==> src/rtl/spirose_conf_pkg.sv <==
// Shared definitions for the driver configuration path: config width,
// sequencer state encoding and the power-up default configuration.
package spirose_conf_pkg;

  localparam int CONF_W = 48;

  localparam logic [CONF_W-1:0] DEFAULT_CONF_VALUE = 48'h0000_0000_0000;

  typedef enum logic [2:0] {
    BOOT,
    IDLE,
    WAIT_SYNC,
    WAIT_IDLE,
    PRESENT
  } config_seq_state_t;

endpackage

==> src/rtl/config_sequencer.sv <==
// Configuration sequencer: holds the newest config from the SPI slave in a
// shadow register and hands it to the driver controller at a revolution
// boundary (or after a sync timeout), once the driver is between column loads.
module config_sequencer
  import spirose_conf_pkg::*;
#(
  parameter logic [CONF_W-1:0] DEFAULT_CONF = DEFAULT_CONF_VALUE,
  parameter int unsigned       SYNC_TIMEOUT = 33_000_000
) (
  input  logic              clk_33,
  input  logic              rst,
  input  logic [CONF_W-1:0] config_in,
  input  logic              new_config_available,
  input  logic              position_sync,
  input  logic              driver_idle,
  input  logic              conf_ack,
  output logic [CONF_W-1:0] conf_out,
  output logic              conf_valid,
  output logic              pending,
  output logic [7:0]        overwrite_count,
  output logic [7:0]        timeout_count
);

  config_seq_state_t state;
  logic [CONF_W-1:0] shadow;
  logic [31:0]       sync_count;
  logic              transfer;

  // Cycle in which the shadow moves into conf_out.
  assign transfer = (state == WAIT_IDLE) && driver_idle;

  // Sequencer state, shadow capture and saturating statistics counters.
  always_ff @(posedge clk_33) begin
    if (rst) begin
      state           <= BOOT;
      conf_out        <= '0;
      conf_valid      <= 1'b0;
      pending         <= 1'b0;
      shadow          <= '0;
      sync_count      <= '0;
      overwrite_count <= '0;
      timeout_count   <= '0;
    end else begin
      // A strobe always lands in the shadow; it only counts as an overwrite
      // when it displaces a value that is not leaving this same cycle.
      if (new_config_available) begin
        shadow  <= config_in;
        pending <= 1'b1;
        if (pending && !transfer && (overwrite_count != 8'hFF)) begin
          overwrite_count <= overwrite_count + 8'd1;
        end
      end else if (transfer) begin
        pending <= 1'b0;
      end

      case (state)
        BOOT: begin
          conf_out   <= DEFAULT_CONF;
          conf_valid <= 1'b1;
          state      <= PRESENT;
        end
        IDLE: begin
          if (pending) begin
            sync_count <= '0;
            state      <= WAIT_SYNC;
          end
        end
        WAIT_SYNC: begin
          if (position_sync) begin
            state <= WAIT_IDLE;
          end else if (sync_count == 32'(SYNC_TIMEOUT - 1)) begin
            state <= WAIT_IDLE;
            if (timeout_count != 8'hFF) begin
              timeout_count <= timeout_count + 8'd1;
            end
          end else begin
            sync_count <= sync_count + 32'd1;
          end
        end
        WAIT_IDLE: begin
          if (driver_idle) begin
            conf_out   <= shadow;
            conf_valid <= 1'b1;
            state      <= PRESENT;
          end
        end
        PRESENT: begin
          if (conf_ack) begin
            conf_valid <= 1'b0;
            state      <= IDLE;
          end
        end
        default: begin
          state <= BOOT;
        end
      endcase
    end
  end

endmodule

==> config.mk <==
export PLATFORM = sky130hd
export DESIGN_NAME = config_sequencer
export DESIGN_NICKNAME = d
export VERILOG_FILES = /design/src/rtl/spirose_conf_pkg.sv /design/src/rtl/config_sequencer.sv
export SDC_FILE = /design/constraint.sdc
export NUM_CORES = 1
export LEC_CHECK = 0
export CAP_MARGIN = 20
export CORE_UTILIZATION = 47
export CTS_CLUSTER_DIAMETER = 120
export DETAILED_ROUTE_END_ITERATION = 10
export PLACE_DENSITY_LB_ADDON = 0.08
export SETUP_SLACK_MARGIN = 0.5
export SLEW_MARGIN = 25
export SYNTH_ARGS = -nofsm -noshare
export SYNTH_HDL_FRONTEND = slang
export SYNTH_SLANG_ARGS = --single-unit
==> constraint.sdc <==
create_clock -name clk_33 -period 2 [get_ports clk_33]
set_input_delay 0.4 -clock clk_33 [delete_from_list [all_inputs] [get_ports clk_33]]
set_output_delay 0.4 -clock clk_33 [all_outputs]
set_load 0.02 [all_outputs]
=== Word-level counts from Yosys, hierarchy flattened ===
Index checks and enable logic that the tools add are counted.

* $add $sub $neg: 3
* Equality and inequality tests: 13
* Mux-type cells: 17
* Bitwise logic cells: 1
* Reduce and logical (&&, ||, !) cells: 15

{| class="wikitable"
|+ Operator list
! cell !! count
|-
| two-way mux 32 bit || 3
|-
| one-hot mux 48 bit (2 select lines) || 1
|-
| one-hot mux 32 bit (2 select lines) || 1
|-
| two-way mux 48 bit || 1
|-
| adder 32 x 1 -> 32 bit (second input constant) || 1
|-
| == test 32 x 25 -> 1 bit (second input constant) || 1
|-
| adder 8 x 1 -> 8 bit (second input constant) || 2
|-
| != test 8 bit (second input constant) || 2
|-
| two-way mux 3 bit || 5
|-
| one-hot mux 3 bit (5 select lines) || 1
|-
| AND reduction 4 bit || 3
|-
| != test 2 bit (second input constant) || 5
|-
| == test 3 x 2 -> 1 bit (second input constant) || 2
|-
| nonzero test 2 bit || 3
|-
| two-way mux 1 bit || 4
|-
| AND reduction 2 bit || 2
|-
| == test 3 x 1 -> 1 bit (second input constant) || 1
|-
| == test 3 bit (second input constant) || 1
|-
| logical AND 1 bit || 3
|-
| logical NOT 3 bit || 1
|-
| != test 3 bit (second input constant) || 1
|-
| one-hot mux 1 bit (3 select lines) || 1
|-
| AND reduction 3 bit || 1
|-
| nonzero test 3 bit || 1
|-
| other kinds (2) || 2
|}

* Flip-flop bits (word level): 149
* Bits of input ports: 54
* Output and inout bits: 66
* Logic and storage cells: 57

=== Logic depth before layout (Yosys ltp) ===
Gate-level depths: netlist of run 1.

* Depth in word-level cells: 6
* Depth in mapped cells: 9
* Depth with buffers taken out: 7

=== Least setup slack after synthesis of run 1 ===
No wires, ideal clock.

* Kind: register to register
* Start point: register sync_count[0]
* End point: register sync_count[16]
* Setup time: 135 ps
* Arrival: 1871 ps
* Required time: 1865 ps
* Path slack: -6 ps
* Stages on the path, launching flop included: 7
* Buffers on the path: 0
* Clock period less this slack: 2006 ps
* Cells stage by stage: dfxtp_1 ha_1 nand3_1 or3_1 or3_1 o311ai_0 o41ai_1

* Word-level cells in the longest chain between the ends: 4
* Elaborated cells on any way between the ends: 7
* Classes of those cells: add/sub (1); eq/ne (2); mux (3); reduce/logical (1)

{| class="wikitable"
|+ Ends and longest elaborated chain
! item !! line !! text
|-
| from (decl) || config_sequencer.sv:26 || <nowiki>logic [31:0] sync_count;</nowiki>
|-
| from (signal assigned) || config_sequencer.sv:77 || <nowiki>sync_count <= sync_count + 32'd1;</nowiki>
|-
| adder 32 x 1 -> 32 bit || config_sequencer.sv:77 ||
|-
| two-way mux 32 bit || config_sequencer.sv:71 || <nowiki>end else if (sync_count == 32'(SYNC_TIMEOUT - 1)) begin</nowiki>
|-
| two-way mux 32 bit || config_sequencer.sv:69 || <nowiki>if (position_sync) begin</nowiki>
|-
| one-hot mux 32 bit (2 select lines) || config_sequencer.sv:56 || <nowiki>case (state)</nowiki>
|}

Several ways; a longest one is shown, not always the timed one. The select of a mux whose other input is x is not followed.
A chain may end at the register's enable or synchronous reset.

=== Worst setup path after layout of run 1 ===
* Start point: register sync_count[23]
* End point: register sync_count[31]

The elaborated chain is that of the path after synthesis.

==> flow_metrics.env, run 1 <==
export IMPL_ys_flop_type="dfxtp_1"
export IMPL_crit_required_ns=2.35
export IMPL_setup_viol=0
export IMPL_p_clk_share_pct=42.8
export IMPL_num_antenna_cells=0
export IMPL_final_setup_tns_ns=0
export IMPL_final_antenna_net_count=0
export IMPL_fin_crit_ns=1.992
export IMPL_synth_seq_area_share_pct=48.21
export IMPL_grt_pass1_wl_um=31490
export IMPL_ys_seq_elements=149
export IMPL_peakVddDrop_uv=554.9
export IMPL_insertion_delay_ns=0.44
export IMPL_rsz0062_at_grt="true"
export IMPL_port_buffers=119
export IMPL_drt_initial_drc_count=507
export IMPL_row_count=41
export IMPL_drc=0
export IMPL_placed_cell_area_um2=7913
export IMPL_syn_area_um2=6187
export IMPL_viasPerCell=5.812
export IMPL_synth_fp_nets=771
export IMPL_layout_nets=960
export IMPL_final_cell_area_um2=10020
export IMPL_gp_congestion=0.8449
export IMPL_synth_edf_count=0
export IMPL_grt_pass1_vias=6234
export IMPL_crit_chain="and4_4 -> and4_1 -> and3_1 -> nand3_2 -> or3_1 -> o32ai_2"
export IMPL_cp_slowest_stage_delay_ns=0.38
export IMPL_hold_viol_final=0
export IMPL_tightest_slew_ns=1.113
export IMPL_start_util_pct=48.63
export IMPL_cellLeakagePower_nw=4.130
export IMPL_cts_root_buffer="clkbuf_16"
export IMPL_status="finished, final reports clean"
export IMPL_yosysUniqueCellTypes=56
export IMPL_synthesis_instances=714
export IMPL_die_area_um2=13630
export IMPL_p_seq_share_pct=41.1
export IMPL_vias=6323
export IMPL_clock_path_buffers=2
export IMPL_grtUsageTotal_pct=30.42
export IMPL_cts_inserted_buffers=17
export IMPL_crit_path_end_kind="flop"
export IMPL_power_w=0.007535
export IMPL_crit_arrival_ns=2.34
export IMPL_core_area_um2=12720
export IMPL_slew_headroom_pct=25.26
export IMPL_route_final_wire_length_um=22010
export IMPL_die_w_um=116.7
export IMPL_cts_sinks=149
export IMPL_drtPass1Iterations=7
export IMPL_nFillCells=824
export IMPL_multi_input_area_um2=4101
export IMPL_start_kind="flop"
export IMPL_die_h_um=116.7
export IMPL_power_density_nw_per_um2=751.9
export IMPL_path_buf_inv=0
export IMPL_cap_violations=0
export IMPL_ioPinCount=120
export IMPL_path_delay_family="simple AND/OR/NAND/NOR gates"
export IMPL_cts_tree="yes"
export IMPL_p_sw_w=0.002067
export IMPL_grt_overflow_total=0
export IMPL_maxSlewViolCount=0
export IMPL_yosysWarnings=0
export IMPL_worstSetupPathType="flop to flop"
export IMPL_synthArstFlopShare_pct=0
export IMPL_wl_per_cell_um=20.23
export IMPL_fin_worst_skew_ns=0.007376
export IMPL_placed_cells=998
export IMPL_slowest_stage="or3_1"
export IMPL_hp_class="input pin to flop"
export IMPL_min_period_over_period_pct=99.61
export IMPL_netSwitchingFraction_pct=27.43
export IMPL_fin_cells=1088
export IMPL_max_freq_mhz=502.0
export IMPL_clk_pin_slew_ns=0.06
export IMPL_seq_area_um2=3027
export IMPL_area_growth_pct=61.96
export IMPL_syn_avg_cell_area_um2=8.666
export IMPL_grt_antenna_before_repair=0
export IMPL_drive_above_1_share_pct=45.52
export IMPL_h_tree_depth=4
export IMPL_intPower_w=0.005468
export IMPL_p_comb_share_pct=16.1
export IMPL_crit_fanout=5
export IMPL_dp_hpwl_um=10650
export IMPL_grt_start_max_net_pins=74
export IMPL_cts_hold_buf=0
-- final timing paths --
check / from / endpoint / slack (ns) / cells after the start
max: sync_count[23] / sync_count[31] / 0.008 / 6
min: rst / conf_out[32] / 0.31 / 2
max reg2reg: sync_count[23] / sync_count[31] / 0.008 / 6
min reg2reg: conf_out[33] / conf_out[33] / 0.46 / 2
-- sequential cells by signal, summed over array words and instances, names as in the netlist --
signal	flops
sync_count	32
pending	1
shadow	48
timeout_count	8
conf_valid	1
state	3
conf_out	48
overwrite_count	8
-- per-stage QoR --
stage / hold slack [ns] / worst slack, ns / util (%)
floorplan: 0.4472 / 0.1849 / -
global placement: 0.4368 / -0.09384 / 62.20
detailed placement: 0.4439 / -0.1097 / 62.20
CTS: 0.2941 / 0.07382 / 77.15
global route: 0.3193 / -0.07737 / 78.77
finish: 0.3087 / 0.007848 / 78.77
-- area by class of cell --
class	count	share of cell area, %
Sequential cell	149	30.20
Multi-Input combinational cell	507	40.93
Inverter	10	0.4495
Tap cell	172	2.148
Clock inverter	13	1.473
Timing Repair Buffer	218	20.48
Clock buffer	19	4.320
-- logic make-up after synthesis --
family	synth area share [%]
flops	48.21
fa+ha+maj	0.6067
compound gates	9.020
xor+xnor	3.822
mux	8.251
buf+inv	4.146
simple gates	25.95
-- metal layers --
layer  track usage [%]  share of wire [%]  vias up
li1                  -                  -     2875
met2             50.85                 50      290
met4             15.19                3.5        0
met5                 0                  0        -
met3             7.473                5.8       74
met1             36.47                 40     3084
-- cell usage in the layout, fill, tap and decap left out, types with 28 or more instances in the layout --
cell,instances
a21oi_2,46
buf_2,28
buf_4,51
clkbuf_2,37
clkdlybuf4s50_1,51
dfxtp_1,122
mux2i_1,51
nand2_4,45
nand3_1,52
nor2_1,86
-- Yosys cell counts (all sizes together), types with 3 or more instances --
library cell	n	area share (%)
a21oi	68	5.5
and3	8	0.85
and4	4	0.57
buf	16	1.5
clkbuf	33	2.0
dfxtp	149	48
ha	3	0.61
inv	10	0.65
mux2i	51	8.3
nand2	74	4.5
nand3	72	6.0
nand3b	3	0.36
nand4	7	0.71
nand4b	3	0.42
nor2	93	5.6
nor3	18	1.5
nor4	14	1.9
nor4b	3	0.42
o21ai	14	1.1
o311ai	4	0.57
o32ai	3	0.42
or2	3	0.30
or3	14	1.5
xnor2	21	3.0
xor2	6	0.85
-- power by group through the flow --
stage / Clock [W] / Combinational, W / Sequential, W
final: 0.00322 / 0.00122 / 0.00310
after global routing: 0.00337 / 0.00126 / 0.00310
after CTS: 0.00319 / 0.00106 / 0.00309
after detailed placement: 0 / 0.000612 / 0.00315
after global placement: 0 / 0.000602 / 0.00314
after floorplan: 0 / 0.000345 / 0.00315
-- repair_timing --
action	4_1_cts	5_1_grt
gates cloned	12	0
resized for setup	370	165
setup endpoints to repair	165	155
buffers inserted	32	14
pin swaps	86	56
(Power assumes the default switching activity.)
==> run 2: changes to the inputs <==
--- a/config.mk
+++ b/config.mk
@@ -11,6 +11,7 @@
 export DETAILED_ROUTE_END_ITERATION = 10
 export PLACE_DENSITY_LB_ADDON = 0.08
 export SETUP_SLACK_MARGIN = 0.5
+export SKIP_LAST_GASP = 1
 export SLEW_MARGIN = 25
 export SYNTH_ARGS = -nofsm -noshare
 export SYNTH_HDL_FRONTEND = slang
==> flow_metrics.env, run 2 (synthesis results as in run 1) <==
export IMPL_viasPerCell=5.798
export IMPL_dp_slack_ns=-0.1097
export IMPL_timing_rr_end="timeout_count[5]"
export IMPL_min_period_over_period_pct=99.59
export IMPL_grt_busiest_layer="met2"
export IMPL_crit_path_end_kind="flop"
export IMPL_clock_path_buffers=2
export IMPL_grt_antenna_before_repair=0
export IMPL_start_util_pct=48.63
export IMPL_endpoint="timeout_count[5]"
export IMPL_crit_chain="buf_4 -> nor4b_4 -> nand3_2 -> nor4_4 -> nand3_2 -> or3_1 -> a21oi_1"
export IMPL_clk_pin_slew_ns=0.06
export IMPL_fin_cells=1088
export IMPL_die_w_um=116.7
export IMPL_h_tree_depth=4
export IMPL_grt_pass1_vias=6234
export IMPL_die_h_um=116.7
export IMPL_worstSetupPathType="flop to flop"
export IMPL_seq_area_um2=3025
export IMPL_crit_arrival_ns=2.34
export IMPL_final_antenna_net_count=0
export IMPL_area_growth_pct=61.17
export IMPL_cts_tree="yes"
export IMPL_drive_above_1_share_pct=44.54
export IMPL_dp_hpwl_um=10650
export IMPL_critPathMostFrequentCell="nand3_2"
export IMPL_slew_headroom_pct=39.54
export IMPL_route_final_wire_length_um=21410
export IMPL_vias=6308
export IMPL_nFillCells=828
export IMPL_grt_start_max_net_pins=74
export IMPL_slowest_stage="dfxtp_4"
export IMPL_hp_class="input pin to flop"
export IMPL_cts_inserted_buffers=17
export IMPL_utilization_pct=78.38
export IMPL_fin_crit_ns=1.992
export IMPL_met1_usage_pct=36.47
export IMPL_power_w=0.007500
export IMPL_worstSetupStartpoint="sync_count[14]"
export IMPL_peakVddDrop_uv=551.3
export IMPL_wl_per_cell_um=19.67
export IMPL_timing_rr_start="sync_count[14]"
export IMPL_hold_viol_final=0
export IMPL_status="finished, final reports clean"
export IMPL_r2r_setup_slack_ns=0.008
export IMPL_power_density_nw_per_um2=752.1
export IMPL_gp_congestion=0.8449
export IMPL_placed_cells=998
export IMPL_drc=0
export IMPL_multi_input_area_um2=4059
export IMPL_drt_initial_drc_count=372
export IMPL_setup_viol=0
export IMPL_global_route_usage_met2_pct=50.85
export IMPL_cts_sinks=149
export IMPL_maxSlewViolCount=0
export IMPL_port_buffers=119
export IMPL_layout_nets=960
export IMPL_start_kind="flop"
export IMPL_reg2regPathDepth=7
export IMPL_grt_overflow_total=0
export IMPL_core_area_um2=12720
export IMPL_rsz0062_at_grt="true"
export IMPL_crit_required_ns=2.35
export IMPL_die_area_um2=13630
export IMPL_cp_slowest_stage_delay_ns=0.37
export IMPL_insertion_delay_ns=0.44
export IMPL_drtPass1Iterations=5
export IMPL_cts_hold_buf=0
export IMPL_grt_pass1_wl_um=31490
export IMPL_largest_registers="conf_out: 48 flops, shadow: 48 flops, sync_count: 32 flops"
export IMPL_num_antenna_cells=0
export IMPL_tightest_slew_ns=0.9069
export IMPL_cap_violations=0
export IMPL_cellLeakagePower_nw=4.113
export IMPL_max_freq_mhz=502.1
export IMPL_mostFrequentLayoutCell="dfxtp_1"
export IMPL_cts_root_buffer="clkbuf_16"
export IMPL_crit_fanout=5
export IMPL_row_count=41
export IMPL_grt_use_met3_pct=7.473
export IMPL_grtUsageTotal_pct=30.42
export IMPL_layout_setup_ws_ns=0.008259
export IMPL_fin_worst_skew_ns=0.009341
export IMPL_mostFrequentLayoutCells="dfxtp_1, nor2_1, buf_4, nand3_1"
export IMPL_ioPinCount=120
[run 2: cell count changes in the layout (fill, tap and decap cells not counted), moves of 2 or more]
cell	previous run	this run
buf_4	51	56
a21oi_1	20	25
buf_6	26	22
clkdlybuf4s15_2	2	4
a21oi_2	46	42
buf_2	28	26
[run 2: power by group]
group | switching [W] | total, W | internal, W
clock network | 0.00136 | 0.00321 | 0.00185
registers | 0.0000561 | 0.00309 | 0.00304
logic | 0.000623 | 0.00120 | 0.000577
[run 2: layer usage]
metal,share of wire (%),wire [µm]
met1,41,8742
met2,50,10690
met3,5.6,1195
met4,3.6,775
met5,0,0
[run 2: worst min path at each step]
stage | startpoint | end | cells past startpoint
floorplan | shadow[0] | conf_out[0] | 2
global placement | conf_out[26] | conf_out[26] | 2
detailed placement | conf_out[45] | conf_out[45] | 2
CTS | rst | conf_out[34] | 2
global route | rst | conf_out[32] | 2
finish | rst | conf_out[32] | 2
[run 2: cell type report]
| type | instances | share of cell area, % |
|---|---|---|
| Sequential cell | 149 | 30.34 |
| Clock buffer | 19 | 4.341 |
| Inverter | 10 | 0.4517 |
| Timing Repair Buffer | 218 | 20.53 |
| Multi-Input combinational cell | 507 | 40.70 |
| Tap cell | 172 | 2.158 |
| Clock inverter | 13 | 1.481 |
[run 2: critical path: cells and delay by family, from the launching register on]
kind                   cells  cell delay, ns
AOI/OAI and AO/OA          1            0.17
buffers and inverters      1            0.14
DFF                        1            0.37
and+or+nand+nor            5            1.23
[run 2: timing repair]
| item | 4_1_cts | 5_1_grt |
|---|---|---|
| endpoints found under the hold margin | 0 | 0 |
| setup buffers | 32 | 14 |
| pin swaps | 86 | 52 |
| gates resized for setup | 370 | 144 |
| cloned | 12 | 0 |
| setup endpoints to repair | 165 | 155 |
[run 2: metrics by stage]
stage	hold slack (ns)	cell area, µm²	TNS (ns)
after floorplan	0.4472	6405	0
after global placement	0.4368	7913	-0.4620
after detailed placement	0.4439	7913	-0.9160
after CTS	0.2941	9816	0
after global routing	0.3272	9972	-1.115
final	0.3179	9972	0
